[config.mk]
export PLATFORM = sky130hd
export DESIGN_NAME = i2s_rx_ctrl
export DESIGN_NICKNAME = d
export VERILOG_FILES = /design/src/rtl/i2s_rx_ctrl.sv
export SDC_FILE = /design/constraint.sdc
export NUM_CORES = 1
export LEC_CHECK = 0
export ABC_AREA = 0
export CELL_PAD_IN_SITES_DETAIL_PLACEMENT = 1
export CELL_PAD_IN_SITES_GLOBAL_PLACEMENT = 1
export CORE_ASPECT_RATIO = 0.75
export CORE_UTILIZATION = 47
export DETAILED_ROUTE_END_ITERATION = 10
export GPL_TIMING_DRIVEN = 1
export PLACE_DENSITY_LB_ADDON = 0.1
export SETUP_SLACK_MARGIN = 0.4
export SKIP_LAST_GASP = 1
export SLEW_MARGIN = 0
export SYNTH_ARGS = -nofsm -noshare
export SYNTH_HDL_FRONTEND = slang
export SYNTH_SLANG_ARGS = --single-unit
[constraint.sdc]
create_clock -name clk_in -period 2.3 [get_ports clk_in]
set_input_delay 0.46 -clock clk_in [delete_from_list [all_inputs] [get_ports clk_in]]
set_output_delay 0.46 -clock clk_in [all_outputs]
set_load 0.01 [all_outputs]
[src/rtl/i2s_rx_ctrl.sv]
// I2S master receive controller: waits for a stable PLL lock, generates SCK/WS,
// deserialises left/right samples from SD and presents complete stereo frames.
module i2s_rx_ctrl #(
  parameter int CLK_DIV     = 4,
  parameter int SLOT_BITS   = 32,
  parameter int SAMPLE_BITS = 24,
  parameter int LOCK_HOLD   = 1024
) (
  input  logic                   clk_in,
  input  logic                   reset,
  input  logic                   pll_lock,
  input  logic                   enable,
  input  logic                   i2s_sd,
  output logic                   i2s_sck,
  output logic                   i2s_ws,
  output logic [SAMPLE_BITS-1:0] sample_l,
  output logic [SAMPLE_BITS-1:0] sample_r,
  output logic                   sample_valid,
  output logic                   running
);

  localparam int HC_W = (CLK_DIV > 1) ? $clog2(CLK_DIV) : 1;
  localparam int B_W  = $clog2(2 * SLOT_BITS);
  localparam int SC_W = (LOCK_HOLD > 1) ? $clog2(LOCK_HOLD) : 1;

  localparam logic [HC_W-1:0] HALF_LAST   = HC_W'(CLK_DIV - 1);
  localparam logic [B_W-1:0]  BIT_LAST    = B_W'(2 * SLOT_BITS - 1);
  localparam logic [B_W-1:0]  BIT_SLOT    = B_W'(SLOT_BITS);
  localparam logic [B_W-1:0]  LEFT_FIRST  = B_W'(1);
  localparam logic [B_W-1:0]  LEFT_LAST   = B_W'(SAMPLE_BITS);
  localparam logic [B_W-1:0]  RIGHT_FIRST = B_W'(SLOT_BITS + 1);
  localparam logic [B_W-1:0]  RIGHT_LAST  = B_W'(SLOT_BITS + SAMPLE_BITS);
  localparam logic [SC_W-1:0] SETTLE_LAST = SC_W'((LOCK_HOLD >= 2) ? LOCK_HOLD - 2 : 0);

  typedef enum logic [1:0] {IDLE, SETTLE, RUN, STOP} state_t;

  state_t                 state;
  logic                   lock_meta;
  logic                   lock_s;
  logic [HC_W-1:0]        half_cnt;
  logic [B_W-1:0]         bit_cnt;
  logic [SC_W-1:0]        settle_cnt;
  logic [SAMPLE_BITS-1:0] shift_l;
  logic [SAMPLE_BITS-1:0] shift_r;
  logic                   frame_done;

  // NOTE: non-blocking assignments make each stage of the chain take the
  // previous stage's old value, giving the two-flop delay on lock_s.
  always_ff @(posedge clk_in or negedge reset) begin
    if (!reset) begin
      lock_meta <= 1'b0;
      lock_s    <= 1'b0;
    end else begin
      lock_meta <= pll_lock;
      lock_s    <= lock_meta;
    end
  end

  always_ff @(posedge clk_in or negedge reset) begin
    if (!reset) begin
      state        <= IDLE;
      i2s_sck      <= 1'b0;
      i2s_ws       <= 1'b0;
      half_cnt     <= '0;
      bit_cnt      <= '0;
      settle_cnt   <= '0;
      shift_l      <= '0;
      shift_r      <= '0;
      frame_done   <= 1'b0;
      sample_l     <= '0;
      sample_r     <= '0;
      sample_valid <= 1'b0;
      running      <= 1'b0;
    end else begin
      sample_valid <= 1'b0;
      if (!lock_s) begin
        // Lock loss overrides everything, including a pending drain or strobe.
        state      <= IDLE;
        i2s_sck    <= 1'b0;
        i2s_ws     <= 1'b0;
        half_cnt   <= '0;
        bit_cnt    <= '0;
        settle_cnt <= '0;
        frame_done <= 1'b0;
        running    <= 1'b0;
      end else begin
        case (state)
          IDLE: begin
            settle_cnt <= '0;
            if (enable) begin
              if (LOCK_HOLD == 1) begin
                state   <= RUN;
                running <= 1'b1;
              end else begin
                state <= SETTLE;
              end
            end
          end

          SETTLE: begin
            if (!enable) begin
              state      <= IDLE;
              settle_cnt <= '0;
            end else if (settle_cnt == SETTLE_LAST) begin
              state      <= RUN;
              running    <= 1'b1;
              settle_cnt <= '0;
            end else begin
              settle_cnt <= settle_cnt + 1'b1;
            end
          end

          RUN, STOP: begin
            if (state == RUN && !enable) state <= STOP;

            if (frame_done) begin
              sample_l     <= shift_l;
              sample_r     <= shift_r;
              sample_valid <= 1'b1;
              frame_done   <= 1'b0;
            end

            if (half_cnt == HALF_LAST) begin
              half_cnt <= '0;
              i2s_sck  <= ~i2s_sck;
              if (!i2s_sck) begin
                // Rising SCK: capture inside the one-bit-delayed sample windows.
                if (bit_cnt >= LEFT_FIRST && bit_cnt <= LEFT_LAST)
                  shift_l <= (shift_l << 1) | SAMPLE_BITS'(i2s_sd);
                if (bit_cnt >= RIGHT_FIRST && bit_cnt <= RIGHT_LAST)
                  shift_r <= (shift_r << 1) | SAMPLE_BITS'(i2s_sd);
                if (bit_cnt == RIGHT_LAST) frame_done <= 1'b1;
              end else if (bit_cnt == BIT_LAST) begin
                bit_cnt <= '0;
                i2s_ws  <= 1'b0;
                if (state == STOP) begin
                  state   <= IDLE;
                  running <= 1'b0;
                end
              end else begin
                bit_cnt <= bit_cnt + 1'b1;
                i2s_ws  <= ((bit_cnt + 1'b1) >= BIT_SLOT);
              end
            end else begin
              half_cnt <= half_cnt + 1'b1;
            end
          end

          default: state <= IDLE;
        endcase
      end
    end
  end

endmodule

; Word level (Yosys, flattened, before mapping)
; Index checks and enable logic that the tools add are counted.
[totals]
register_bits = 123
latch_bits = 0
ramBits = 0
romBits = 0
input_bits = 5
memories = 0
[classes]
addsub = 3
n_mul = 0
n_div = 0
order_cmp = 5
n_eq_ne = 20
shifts = 0
n_mux = 46
bitwise = 3
reduce_logical = 13
[op_table]
columns = cell, count
row1 = 24-bit by 1-bit OR with 24-bit output, 2
row2 = 10-bit two-way mux, 3
row3 = 6-bit two-way mux, 5
row4 = 2-bit two-way mux, 12
row5 = 1-bit two-way mux, 23
row6 = "3-bit != test, second input constant", 7
row7 = 10-bit case mux with 2 select lines, 1
row8 = "6-bit == test, second input constant", 2
row9 = "6-bit >= comparator, second input constant", 2
row10 = "10-bit by 1-bit adder with 10-bit output, second input constant", 1
row11 = "10-bit == test, second input constant", 1
row12 = 5-bit AND reduction, 2
row13 = 7-bit AND reduction, 1
row14 = "6-bit by 1-bit adder with 6-bit output, second input constant", 1
row15 = "2-bit == test, second input constant", 3
row16 = "6-bit by 1-bit >= comparator with 1-bit output, second input constant", 1
row17 = "6-bit by 5-bit less-or-equal comparator with 1-bit output, second input constant", 1
row18 = "6-bit less-or-equal comparator, second input constant", 1
row19 = "3-bit by 1-bit != test with 1-bit output, second input constant", 2
row20 = 2-bit case mux with 3 select lines, 1
row21 = 3-bit AND reduction, 2
row22 = "2-bit by 1-bit != test with 1-bit output, second input constant", 2
row23 = "4-bit != test, second input constant", 1
row24 = 2-bit AND reduction, 2
row25 = 9 further kinds, 11

; Logic depth before layout (Yosys ltp)
; Gate-level depths: netlist (run 1).
[depth]
ltp_word = 9
mapped_depth = 7
mapped_depth_nobuf = 6

; Least setup slack after synthesis (run 1)
; OpenSTA, ideal clock, no wires.
[synth_timing]
kind = register to register
start = reg bit_cnt[0]
end = reg shift_r[10]
setup_ns = 0.125
arrival_time_ns = 1.641
required_ns = 2.175
path_slack_ns = 0.534
stages_incl_launch_ff = 8
n_path_buf = 1
synth_period_minus_slack_ns = 1.766
path_cell_list = dfrtp_1 > inv_1 > ha_1 > nand2b_1 > nor4_4 > nor3_4 > buf_6 > mux2_4
[synth_via]
elab_chain_len = 3
word_cells_on_any_way = 4
cone_classes = 2 x order compare / 2 x reduce/logical
[synth_rtl]
columns = element, line_no
row1 = from (decl), 41  ; logic [B_W-1:0] bit_cnt;
row2 = from (signal assigned), 141  ; bit_cnt <= bit_cnt + 1'b1;
row3 = 6-bit >= comparator or 6-bit less-or-equal comparator (tied branches), 130  ; if (bit_cnt >= RIGHT_FIRST && bit_cnt <= RIGHT_LAST)
row4 = 1-bit logical AND *, 130
row5 = 5-bit AND reduction (no source line) *, --
row6 = to (signal assigned), 131  ; shift_r <= (shift_r << 1) | SAMPLE_BITS'(i2s_sd);
row7 = to (decl), 44  ; logic [SAMPLE_BITS-1:0] shift_r;
; Mark *: on every way between the ends. The rest lies on a longest branch, timed or not.
; A chain may end at the register's enable or synchronous reset.

; Worst setup path in the final report (run 1)
[layout_timing]
start = reg bit_cnt[0]
end = reg shift_l[0]
[layout_via]
elab_chain_len = 3
word_cells_on_any_way = 4
cone_classes = 2 x order compare / 2 x reduce/logical
[layout_rtl]
columns = element, line_no
row1 = 6-bit by 1-bit >= comparator with 1-bit output or 6-bit by 5-bit less-or-equal comparator with 1-bit output (tied branches), 128  ; if (bit_cnt >= LEFT_FIRST && bit_cnt <= LEFT_LAST)
row2 = 1-bit logical AND *, 128
row3 = 5-bit AND reduction (no source line) *, --
row4 = to (signal assigned), 129  ; shift_l <= (shift_l << 1) | SAMPLE_BITS'(i2s_sd);
row5 = to (decl), 43  ; logic [SAMPLE_BITS-1:0] shift_l;
; Marked as above.

==> results of run 1 <==
## state kept, by name, summed over array words and instances (netlist names)
register,count
sample_valid,1
shift_r,24
frame_done,1
running,1
lock_s,1
state,2
shift_l,24
i2s_sck,1
i2s_ws,1
sample_l,24
lock_meta,1
bit_cnt,6
settle_cnt,10
sample_r,24
half_cnt,2
## Yosys cell counts, types with 2 or more instances
library cell	n	area, um^2
clkbuf_1	2	7.51
or3_1	2	12.5
nand4_1	3	18.8
nand4b_4	2	47.6
buf_2	6	30.0
nor2b_1	3	18.8
mux2i_1	4	40.0
a21boi_0	2	15.0
nand2_1	23	86.3
buf_8	2	30.0
and3_1	4	25.0
a31oi_1	4	25.0
and4_1	3	26.3
nand3_1	12	60.1
inv_1	5	18.8
o31ai_1	2	15.0
nor2_1	8	30.0
dfrtp_1	123	3080
mux2_4	40	601
ha_1	6	75.1
a21oi_1	6	30.0
xnor2_1	5	43.8
nor3_1	4	20.0
o21ai_0	3	15.0
buf_6	3	33.8
and2_1	4	25.0
mux2_2	57	642
## cell type report
cell class | instances | area share [%]
clock buffer | 21 | 6.49
clock inverter | 11 | 2.09
inverter | 5 | 0.270
multi-input combinational | 215 | 31.2
sequential | 123 | 44.4
tap | 136 | 2.45
timing repair buffer | 85 | 13.1
## logic make-up (layout without fill, tap and decap cells)
group	Yosys count	in the layout	share of synthesized area, %
xor gates and xnor gates	6	6	1.01
AOI/OAI and AO/OA	23	23	2.85
adders and majority gates	6	6	1.44
DFF	123	123	58.9
and+or+nand+nor	76	79	8.78
buffers and inverters	20	122	2.54
muxes	101	101	24.5
## routing by layer
layer  up-vias  share of wire, %  track usage [%]
li1       1460                 -                -
met1      1730                45             31.5
met2        83                50             37.1
met3        21               3.7             5.79
met4         0               1.7             9.04
met5         -                 0                0
## worst register-to-register path: stages, from the launching register on
cell and delay, ns:
dfrtp_2 0.43, buf_6 0.13, ha_4 0.16, nor4_4 0.22, buf_6 0.15, buf_12 0.11, nand4b_4 0.20, mux2_2 0.37
## worst paths after layout
path                                 start  depth (start not counted)  slack, ns             to
min in group clk_in              lock_meta                          0       0.36         lock_s
worst max-delay path            bit_cnt[0]                          7       0.42     shift_l[0]
max in group asynchronous            reset                          2       1.91    shift_r[18]
worst min-delay path                 reset                          2       0.04  settle_cnt[2]
worst max register to register  bit_cnt[0]                          7       0.42     shift_l[0]
worst min register to register   lock_meta                          0       0.36         lock_s
## metrics by stage
stage	instances	utilization, %	area (um^2)
final	596	65.9	6940
after global placement	541	56.6	5960
after CTS	589	64.2	6760
after detailed placement	541	56.6	5960
after floorplan	355	-	5230
after global routing	596	65.9	6940
## timing repair
item	4_1_cts	5_1_grt
pin swaps	3	3
endpoints found under the setup margin	27	52
resized for setup	8	21
gates cloned	4	2
buffers inserted	12	5
## power breakdown
part / internal [mW] / switching, mW / leakage (nW)
clock network: 1.73 / 0.996 / 0.283
logic: 0.0423 / 0.0829 / 1.45
registers: 2.18 / 0.0107 / 1.71
==> insert_results.sql, run 1 <==
INSERT INTO impl_metrics (metric_group, metric, value, unit) VALUES
('yosys', 'post_synth_num_cell_types', '44', ''),
('floorplan', 'initial_core_utilization', '49.7', '%'),
('cells_and_area', 'seq_area', '3080', 'um^2'),
('sta', 'tightestPinTransition', '0.381', 'ns'),
('sta', 'timing.final.crit_share', '81.7', '%'),
('clock_tree', 'htree_levels', '4', ''),
('sta', 'grt_setup_unrepaired', 'yes', ''),
('yosys', 'synth_seq_area_share', '58.9', '%'),
('detailed_routing', 'vias_post_dr', '3294', ''),
('worst_setup_path', 'critical-path-max-stage-delay', '0.43', 'ns'),
('global_route', 'grt_overflow_total', '0', ''),
('yosys', 'post_synth.cell_area_avg', '14.7', 'um^2'),
('placement', 'port-buffer-count', '56', ''),
('floorplan', 'die_h', '93.3', 'um'),
('sta', 'final.setup_skew', '0.00758', 'ns'),
('detailed_routing', 'wl_per_cell', '21.9', 'um'),
('sta', 'slew_headroom', '74.6', '%'),
('global_route', 'grt_pass1_vias', '3543', ''),
('floorplan', 'placement_rows', '32', ''),
('placement', 'globalplace.congestion', '0.735', ''),
('power_and_ir_drop', 'vdd_drop_max', '0.000592', 'V'),
('detailed_routing', 'drt_wl_total', '13000', 'um'),
('worst_setup_path', 'top_delay_family_on_crit_path', 'flip-flops', ''),
('yosys', 'yosys_most_used_dff', 'dfrtp_1', ''),
('floorplan', 'core_area', '10500', 'um^2'),
('global_route', 'antenna_found_initial', '0', ''),
('clock_tree', 'worstSkewPairLatency', '0.41', 'ns'),
('detailed_routing', 'detail_route.iter0.violations', '208', ''),
('worst_setup_path', 'timing.critical_path.required', '2.59', 'ns'),
('sta', 'final_max_slew_viol_count', '0', ''),
('clock_tree', 'clock_sinks', '123', ''),
('detailed_routing', 'detailedRoute.firstPassIterationCount', '4', ''),
('worst_setup_path', 'critPathKind', 'reg2reg', ''),
('job', 'maxCapViolations', '0', ''),
('floorplan', 'die_area', '11600', 'um^2'),
('global_route', 'pin_count_of_the_biggest_net_entering_global_routing', '72', ''),
('cells_and_area', 'multi_input_area', '2170', 'um^2'),
('yosys', 'syn-instance-count', '355', ''),
('sta', 'final.setup.tns', '0', 'ns'),
('sta', 'final_period_minus_worst_setup_slack', '1.88', 'ns'),
('sta', 'whs', '0.0392', 'ns'),
('yosys', 'synth_edf_count', '0', ''),
('clock_tree', 'cts_root_buffer', 'clkbuf_16', ''),
('yosys', 'ys_seq_elements', '123', ''),
('detailed_routing', 'drc_violation_count_after_routing', '0', ''),
('yosys', 'postSynth.asyncResetShare', '100', '%'),
('cells_and_area', 'layout-drive-gt1-share', '38.9', '%'),
('power_and_ir_drop', 'total_leakage_power', '3.44', 'nW'),
('detailed_routing', 'antenna_violating_nets_post_route', '0', ''),
('worst_setup_path', 'critical_path_arrival', '2.17', 'ns'),
('worst_setup_path', 'crit_path_end_kind', 'flip-flop', ''),
('placement', 'dp_hpwl', '6550', 'um'),
('clock_tree', 'ctsLongestPathBuffers', '2', ''),
('worst_setup_path', 'worst-path-buf-inv', '3', ''),
('yosys', 'mappedNetlistNets', '366', ''),
('floorplan', 'die-width', '124', 'um'),
('status', 'run_status', 'completed', ''),
('cells_and_area', 'final_common_cell', 'dfrtp_1', ''),
('cells_and_area', 'areaGrowthSynthToFinish', '32.8', '%'),
('worst_setup_path', 'cp-start-kind', 'flip-flop', ''),
('yosys', 'synthesis.area', '5230', 'um^2'),
('clock_tree', 'numCtsBuffers', '17', ''),
('worst_setup_path', 'cp_slowest_cell', 'dfrtp_2', ''),
('sta', 'timing_hold_violations_final', '0', ''),
('cells_and_area', 'final_net_count', '458', ''),
('worst_setup_path', 'critical_path.max_fanout', '6', ''),
('global_route', 'gr-usage-all-layers', '23.6', '%'),
('worst_setup_path', 'critical_path.most_common_cell', 'buf_6', ''),
('sta', 'setup_ws', '0.420', 'ns'),
('cells_and_area', 'total_of_fill_cells_in_the_finished_design', '948', ''),
('worst_hold_path', 'holdCritPathClass', 'in2async', '');
Note: power is estimated with default switching activity, not from simulation.
==> run 2, diff against run 1 <==
Settings changed: CORE_UTILIZATION 47 to 42.
Clock period 2.3 ns to 1.6 ns, I/O delays scaled along.
==> run 2 against run 1 <==
  * The run now ends with negative setup slack left
  * Power increased by 53%
  * Clock skew rose by 0.0070 ns
  * Sequential power rose by 44%
  * Combinational power grew to 2.7 times the previous value
  * Maximum frequency shrank 3.9%
  * Via count up 18%
  * Largest power group unchanged
  * Highest routed layer unchanged
==> insert_results.sql, run 2 (synthesis results as in run 1) <==
INSERT INTO impl_metrics (metric_group, metric, value, unit) VALUES
('clock_tree', 'cts_root_buffer', 'clkbuf_16', ''),
('sta', 'final_max_slew_viol_count', '0', ''),
('floorplan', 'placement_rows', '34', ''),
('worst_setup_path', 'cell_by_cell_listing_of_the_critical_path', 'inv_2, ha_4, nand2b_4, nor4_4, nand4b_4, buf_6, buf_12, mux2_4', ''),
('sta', 'whs', '0.355', 'ns'),
('detailed_routing', 'drt_wl_total', '19300', 'um'),
('detailed_routing', 'antenna_violating_nets_post_route', '0', ''),
('worst_setup_path', 'critical_path.max_fanout', '7', ''),
('global_route', 'grt_pass1_vias', '4065', ''),
('sta', 'setup-violations-final', '66', ''),
('detailed_routing', 'vias_post_dr', '3874', ''),
('worst_setup_path', 'cp-start-kind', 'flip-flop', ''),
('detailed_routing', 'wl_per_cell', '26.8', 'um'),
('detailed_routing', 'detail_route.iter0.violations', '170', ''),
('sta', 'fmaxAchievable', '0.511', 'GHz'),
('global_route', 'pin_count_of_the_biggest_net_entering_global_routing', '44', ''),
('worst_hold_path', 'worstHoldEndpoint', 'lock_s', ''),
('clock_tree', 'clock_sinks', '123', ''),
('sta', 'setup_ws', '-0.355', 'ns'),
('cells_and_area', 'antenna_cells', '0', ''),
('sta', 'final_period_minus_worst_setup_slack', '1.96', 'ns'),
('worst_setup_path', 'cp_slowest_cell', 'dfrtp_1', ''),
('clock_tree', 'cts.clk_slew.worst_paths', '0.06', 'ns'),
('cells_and_area', 'mostFrequentLayoutCells', 'dfrtp_1, mux2_4, buf_4, buf_6, buf_2', ''),
('placement', 'dp_hpwl', '7610', 'um'),
('job', 'maxCapViolations', '0', ''),
('global_route', 'grt_overflow_total', '0', ''),
('worst_hold_path', 'holdCritPathClass', 'reg2reg', ''),
('floorplan', 'die-width', '131', 'um'),
('floorplan', 'core_area', '11900', 'um^2'),
('worst_hold_path', 'hold_start', 'lock_meta', ''),
('sta', 'tightestPinTransition', '0.461', 'ns'),
('cells_and_area', 'layout-drive-gt1-share', '66.2', '%'),
('worst_setup_path', 'timing.reg2reg.setup_slack', '-0.36', 'ns'),
('floorplan', 'die_h', '98.6', 'um'),
('worst_setup_path', 'critPathKind', 'reg2reg', ''),
('status', 'run_status', 'complete, but fails checks', ''),
('worst_setup_path', 'critical-path-max-stage-delay', '0.41', 'ns'),
('clock_tree', 'numCtsBuffers', '17', ''),
('worst_setup_path', 'crit_path_end_kind', 'flip-flop', ''),
('global_route', 'grt_pass1_wl', '23900', 'um'),
('detailed_routing', 'route.detailed.vias_per_inst', '5.37', ''),
('sta', 'final.setup.tns', '-13.91', 'ns'),
('global_route', 'antenna_found_initial', '0', ''),
('worst_hold_path', 'worstHoldPathCells', '0', ''),
('clock_tree', 'tritoncts_clock_tree', 'done', ''),
('cells_and_area', 'final_net_count', '557', ''),
('worst_setup_path', 'critical_path_arrival', '2.25', 'ns'),
('floorplan', 'initial_core_utilization', '44.1', '%'),
('worst_setup_path', 'r2r_end', 'shift_l[18]', ''),
('worst_setup_path', 'reg2reg_depth', '8', ''),
('cells_and_area', 'cell_count_final_fillers_out', '721', ''),
('power_and_ir_drop', 'vdd_drop_max', '0.000781', 'V'),
('sta', 'timing_hold_violations_final', '0', ''),
('sta', 'timing.final.crit_share', '122', '%'),
('floorplan', 'die_area', '12900', 'um^2'),
('power_and_ir_drop', 'power.density_cell_area', '930', 'nW/um^2'),
('floorplan', 'design.portCount', '57', ''),
('worst_setup_path', 'timing.critical_path.required', '1.90', 'ns'),
('sta', 'grt_setup_unrepaired', 'yes', ''),
('sta', 'final.setup_skew', '0.0146', 'ns'),
('power_and_ir_drop', 'power', '7.73', 'mW'),
('status', 'violations', 'negative setup slack', ''),
('detailed_routing', 'detailedRoute.firstPassIterationCount', '4', ''),
('clock_tree', 'ctsLongestPathBuffers', '2', ''),
('placement', 'globalplace.congestion', '0.791', ''),
('power_and_ir_drop', 'total_leakage_power', '4.40', 'nW'),
('global_route', 'gr-usage-all-layers', '25.6', '%'),
('cells_and_area', 'areaGrowthSynthToFinish', '58.8', '%'),
('sta', 'slew_headroom', '69.3', '%'),
('worst_setup_path', 'worstReg2RegStart', 'bit_cnt[1]', ''),
('cells_and_area', 'final_common_cell', 'dfrtp_1', ''),
('placement', 'port-buffer-count', '56', ''),
('detailed_routing', 'drc_violation_count_after_routing', '0', ''),
('placement', 'cells_after_dpl', '593', ''),
('clock_tree', 'htree_levels', '4', ''),
('clock_tree', 'worstSkewPairLatency', '0.43', 'ns');
## run 2: cell count changes in the layout (fill, tap and decap cells not counted), sizes merged
| cell | previous run | this run |
|---|---|---|
| buf | 28 | 182 |
| dlygate4sd3 | 0 | 1 |
| inv | 5 | 7 |
| nand4b | 6 | 3 |
| clkinv | 5 | 2 |
| a31oi | 4 | 5 |
| clkinvlp | 3 | 6 |
| clkdlybuf4s50 | 55 | 3 |
| clkbuf | 23 | 18 |
| bufinv | 3 | 4 |
## run 2: what timing repair did
| item | 4_1_cts | 5_1_grt |
|---|---|---|
| gates cloned | 7 | 0 |
| endpoints found under the setup margin | 169 | 173 |
| pin swaps | 25 | 22 |
| hold buffers | 1 | 0 |
| gates resized for setup | 273 | 53 |
| endpoints found under the hold margin | 20 | 0 |
| buffers inserted | 55 | 33 |
## run 2: per-layer routing
metal	wire length (um)	vias to the layer above	GRT usage (%)
met4	446	0	11.1
met2	10000	114	41.5
li1	-	1648	-
met5	0	-	0
met3	664	39	4.40
met1	8170	2073	33.8
## run 2: through the flow
step | cell area, um^2 | worst slack (ns) | util [%]
after floorplan | 5560 | -0.144 | -
after global routing | 8300 | -0.422 | 70.0
final | 8300 | -0.355 | 70.0
after detailed placement | 6500 | -0.225 | 54.8
after global placement | 6500 | -0.169 | 54.8
after CTS | 7780 | -0.209 | 65.5
## run 2: layout make-up
cell class	count	area [um^2]
clock buffer	18	439
clock inverter	14	193
fill	1032	3570
inverter	5	18.8
multi-input combinational	213	2600
sequential	123	3080
tap	162	203
timing repair buffer	186	1770
## run 2: how the worst max path moves through the flow
stage | start | cells past startpoint | endpoint
2_1_floorplan | bit_cnt[0] | 7 | shift_l[10]
3_3_place_gp | bit_cnt[0] | 7 | shift_l[8]
3_5_place_dp | bit_cnt[0] | 7 | shift_l[21]
4_1_cts | bit_cnt[1] | 7 | shift_l[14]
5_1_grt | bit_cnt[1] | 8 | shift_l[18]
6_report | bit_cnt[1] | 8 | shift_l[18]
## run 2: power breakdown
part / internal [mW] / total (mW) / switching (mW)
clock network: 2.65 / 4.25 / 1.60
registers: 3.13 / 3.15 / 0.0199
logic: 0.149 / 0.332 / 0.183
total: 5.93 / 7.73 / 1.80
## run 2: critical path, delay by kind of cell (launching register included)
family | cells | cell delay [ns]
and+or+nand+nor | 3 | 0.60
DFF | 1 | 0.41
buffers and inverters | 3 | 0.35
muxes | 1 | 0.31
adders and majority gates | 1 | 0.14
==> run 3, diff against run 2 <==
Settings changed: CTS_CLUSTER_SIZE from default to 8, REMOVE_ABC_BUFFERS from default to 1.
==> run 3 against run 2 <==
  * The run still ends with negative setup slack left
  * Largest power group unchanged
  * Combinational power fell by 9.0%
  * First-iteration DRC count rose by 22%
  * Cell area rose by 2.4%
  * Critical path type unchanged
  * Utilization rose by 1.7 points
  * Sequential power barely moved
  * Via count fell by 0.41%
  * Global-route usage rose by 0.75 points
  * Worst setup slack got worse by 0.067 ns
==> insert_results.sql, run 3 (synthesis results as in run 1) <==
INSERT INTO impl_metrics (metric_group, metric, value, unit) VALUES
('worst_setup_path', 'cp_slowest_cell', 'dfrtp_1', ''),
('cells_and_area', 'antenna_cells', '0', ''),
('worst_setup_path', 'critical-path-max-stage-delay', '0.42', 'ns'),
('floorplan', 'placement_rows', '34', ''),
('global_route', 'grt_pass1_vias', '4129', ''),
('clock_tree', 'htree_levels', '4', ''),
('worst_setup_path', 'critPathKind', 'reg2reg', ''),
('sta', 'final_period_minus_worst_setup_slack', '2.02', 'ns'),
('worst_setup_path', 'crit_path_end_kind', 'flip-flop', ''),
('cells_and_area', 'final_common_cell', 'dfrtp_1', ''),
('detailed_routing', 'drc_violation_count_after_routing', '0', ''),
('global_route', 'gr-usage-all-layers', '26.4', '%'),
('worst_setup_path', 'cp-start-kind', 'flip-flop', ''),
('floorplan', 'die_area', '12900', 'um^2'),
('detailed_routing', 'detail_route.iter0.violations', '207', ''),
('placement', 'dp_hpwl', '7280', 'um'),
('detailed_routing', 'antenna_violating_nets_post_route', '0', ''),
('sta', 'fmaxAchievable', '0.495', 'GHz'),
('worst_hold_path', 'holdCritPathClass', 'in2reg', ''),
('worst_setup_path', 'top_delay_family_on_crit_path', 'buffers and inverters', ''),
('placement', 'globalplace.congestion', '0.750', ''),
('placement', 'port-buffer-count', '56', ''),
('cells_and_area', 'final_net_count', '562', ''),
('sta', 'grt_setup_unrepaired', 'yes', ''),
('job', 'maxCapViolations', '0', ''),
('worst_hold_path', 'worstHoldPathCells', '1', ''),
('detailed_routing', 'detailedRoute.firstPassIterationCount', '4', ''),
('floorplan', 'die_h', '98.6', 'um'),
('status', 'run_status', 'complete, but fails checks', ''),
('placement', 'placed_area', '6280', 'um^2'),
('power_and_ir_drop', 'total_leakage_power', '4.41', 'nW'),
('power_and_ir_drop', 'power.density_cell_area', '965', 'nW/um^2'),
('worst_setup_path', 'timing.reg2reg.setup_slack', '-0.42', 'ns'),
('worst_setup_path', 'worstReg2RegStart', 'bit_cnt[0]', ''),
('global_route', 'pin_count_of_the_biggest_net_entering_global_routing', '46', ''),
('floorplan', 'initial_core_utilization', '44.1', '%'),
('clock_tree', 'cts_root_buffer', 'clkbuf_16', ''),
('worst_setup_path', 'r2r_end', 'shift_r[1]', ''),
('sta', 'tightestPinTransition', '0.449', 'ns'),
('worst_setup_path', 'critical_path.max_fanout', '6', ''),
('sta', 'final.setup.tns', '-16.13', 'ns'),
('worst_setup_path', 'timing.critical_path.required', '1.89', 'ns'),
('power_and_ir_drop', 'power', '8.20', 'mW'),
('power_and_ir_drop', 'vdd_drop_max', '0.000815', 'V'),
('worst_setup_path', 'reg2reg_depth', '9', ''),
('detailed_routing', 'wl_per_cell', '26.0', 'um'),
('status', 'violations', 'negative setup slack', ''),
('global_route', 'grt_overflow_total', '0', ''),
('cells_and_area', 'areaGrowthSynthToFinish', '62.6', '%'),
('sta', 'setup-violations-final', '81', ''),
('sta', 'timing_hold_violations_final', '0', ''),
('cells_and_area', 'layout-drive-gt1-share', '66.1', '%'),
('placement', 'cells_after_dpl', '600', ''),
('detailed_routing', 'vias_post_dr', '3858', ''),
('sta', 'timing.final.crit_share', '126', '%'),
('clock_tree', 'cts.clk_slew.worst_paths', '0.06', 'ns'),
('clock_tree', 'tritoncts_clock_tree', 'done', ''),
('cells_and_area', 'final_design_area_no_fill', '8500', 'um^2'),
('sta', 'final.setup_skew', '0.00701', 'ns'),
('worst_hold_path', 'hold_start', 'pll_lock', ''),
('clock_tree', 'numCtsBuffers', '17', ''),
('sta', 'setup_ws', '-0.422', 'ns'),
('cells_and_area', 'mostFrequentLayoutCells', 'dfrtp_1, mux2_4, buf_6, buf_4, buf_2', ''),
('global_route', 'antenna_found_initial', '0', ''),
('clock_tree', 'worstSkewPairLatency', '0.42', 'ns'),
('worst_setup_path', 'cell_by_cell_listing_of_the_critical_path', 'inv_2, ha_4, nand2b_4, nor4_4, buf_4, nor3_4, buf_6, buf_12, mux2_2', ''),
('clock_tree', 'ctsLongestPathBuffers', '2', ''),
('floorplan', 'die-width', '131', 'um'),
('floorplan', 'design.portCount', '57', ''),
('cells_and_area', 'cell_count_final_fillers_out', '726', ''),
('global_route', 'grt_pass1_wl', '24600', 'um'),
('floorplan', 'core_area', '11900', 'um^2'),
('sta', 'whs', '0.339', 'ns'),
('sta', 'final_max_slew_viol_count', '0', ''),
('worst_setup_path', 'critical_path_arrival', '2.32', 'ns'),
('clock_tree', 'clock_sinks', '123', ''),
('worst_setup_path', 'worst-path-buf-inv', '4', ''),
('detailed_routing', 'drt_wl_total', '18900', 'um'),
('worst_hold_path', 'worstHoldEndpoint', 'lock_meta', ''),
('sta', 'slew_headroom', '70.1', '%'),
('detailed_routing', 'route.detailed.vias_per_inst', '5.31', '');
[run 3: per-stage QoR]
| stage | utilization, % | setup WS (ns) |
|---|---|---|
| 6_report | 71.6 | -0.422 |
| 5_1_grt | 71.6 | -0.450 |
| 4_1_cts | 66.8 | -0.223 |
| 3_5_place_dp | 52.9 | -0.260 |
| 3_3_place_gp | 52.9 | -0.188 |
| 2_1_floorplan | - | -0.746 |
[run 3: how the worst max path moves through the flow]
stage	from	end	slack [ns]	cells past startpoint
2_1_floorplan	state[1]	shift_r[0]	-0.75	4
3_3_place_gp	bit_cnt[0]	shift_r[3]	-0.19	6
3_5_place_dp	bit_cnt[0]	shift_r[3]	-0.26	6
4_1_cts	bit_cnt[1]	shift_r[0]	-0.22	8
5_1_grt	bit_cnt[0]	shift_r[1]	-0.45	9
6_report	bit_cnt[0]	shift_r[1]	-0.42	9
[run 3: routing by layer]
layer  track usage [%]  vias to the layer above  share of wire [%]  wire length [um]
met5                 0                        -                  0                 0
met4              7.78                        0                3.5               664
met3              5.48                       54                3.7               691
met2              43.5                      122                 51              9650
met1              35.0                     2023                 42              7880
li1                  -                     1659                  -                 -
[run 3: worst register-to-register path, delay by kind of cell, from the launching register on]
| family | cells | cell delay (ns) |
|---|---|---|
| buf+inv | 4 | 0.57 |
| fa+ha+maj | 1 | 0.18 |
| mux | 1 | 0.37 |
| simple gates | 3 | 0.36 |
| flops | 1 | 0.42 |
[run 3: cell type report]
cell class / instances / area (um^2)
tap: 162 / 203
inverter: 5 / 18.8
multi-input combinational: 212 / 2510
timing repair buffer: 192 / 1970
sequential: 123 / 3080
clock buffer: 21 / 480
fill: 1031 / 3370
clock inverter: 11 / 236
[run 3: repair_timing]
| item | CTS | global route |
|---|---|---|
| gates resized for setup | 337 | 65 |
| setup endpoints to repair | 170 | 171 |
| hold endpoints to repair | 25 | 0 |
| buffers inserted | 51 | 30 |
| hold buffers | 1 | 0 |
| gates cloned | 10 | 2 |
| pin swaps | 27 | 12 |
[run 3: power breakdown]
| group | internal, mW | switching, mW |
|---|---|---|
| Sequential | 3.13 | 0.0201 |
| Combinational | 0.133 | 0.169 |
| Clock | 3.25 | 1.50 |
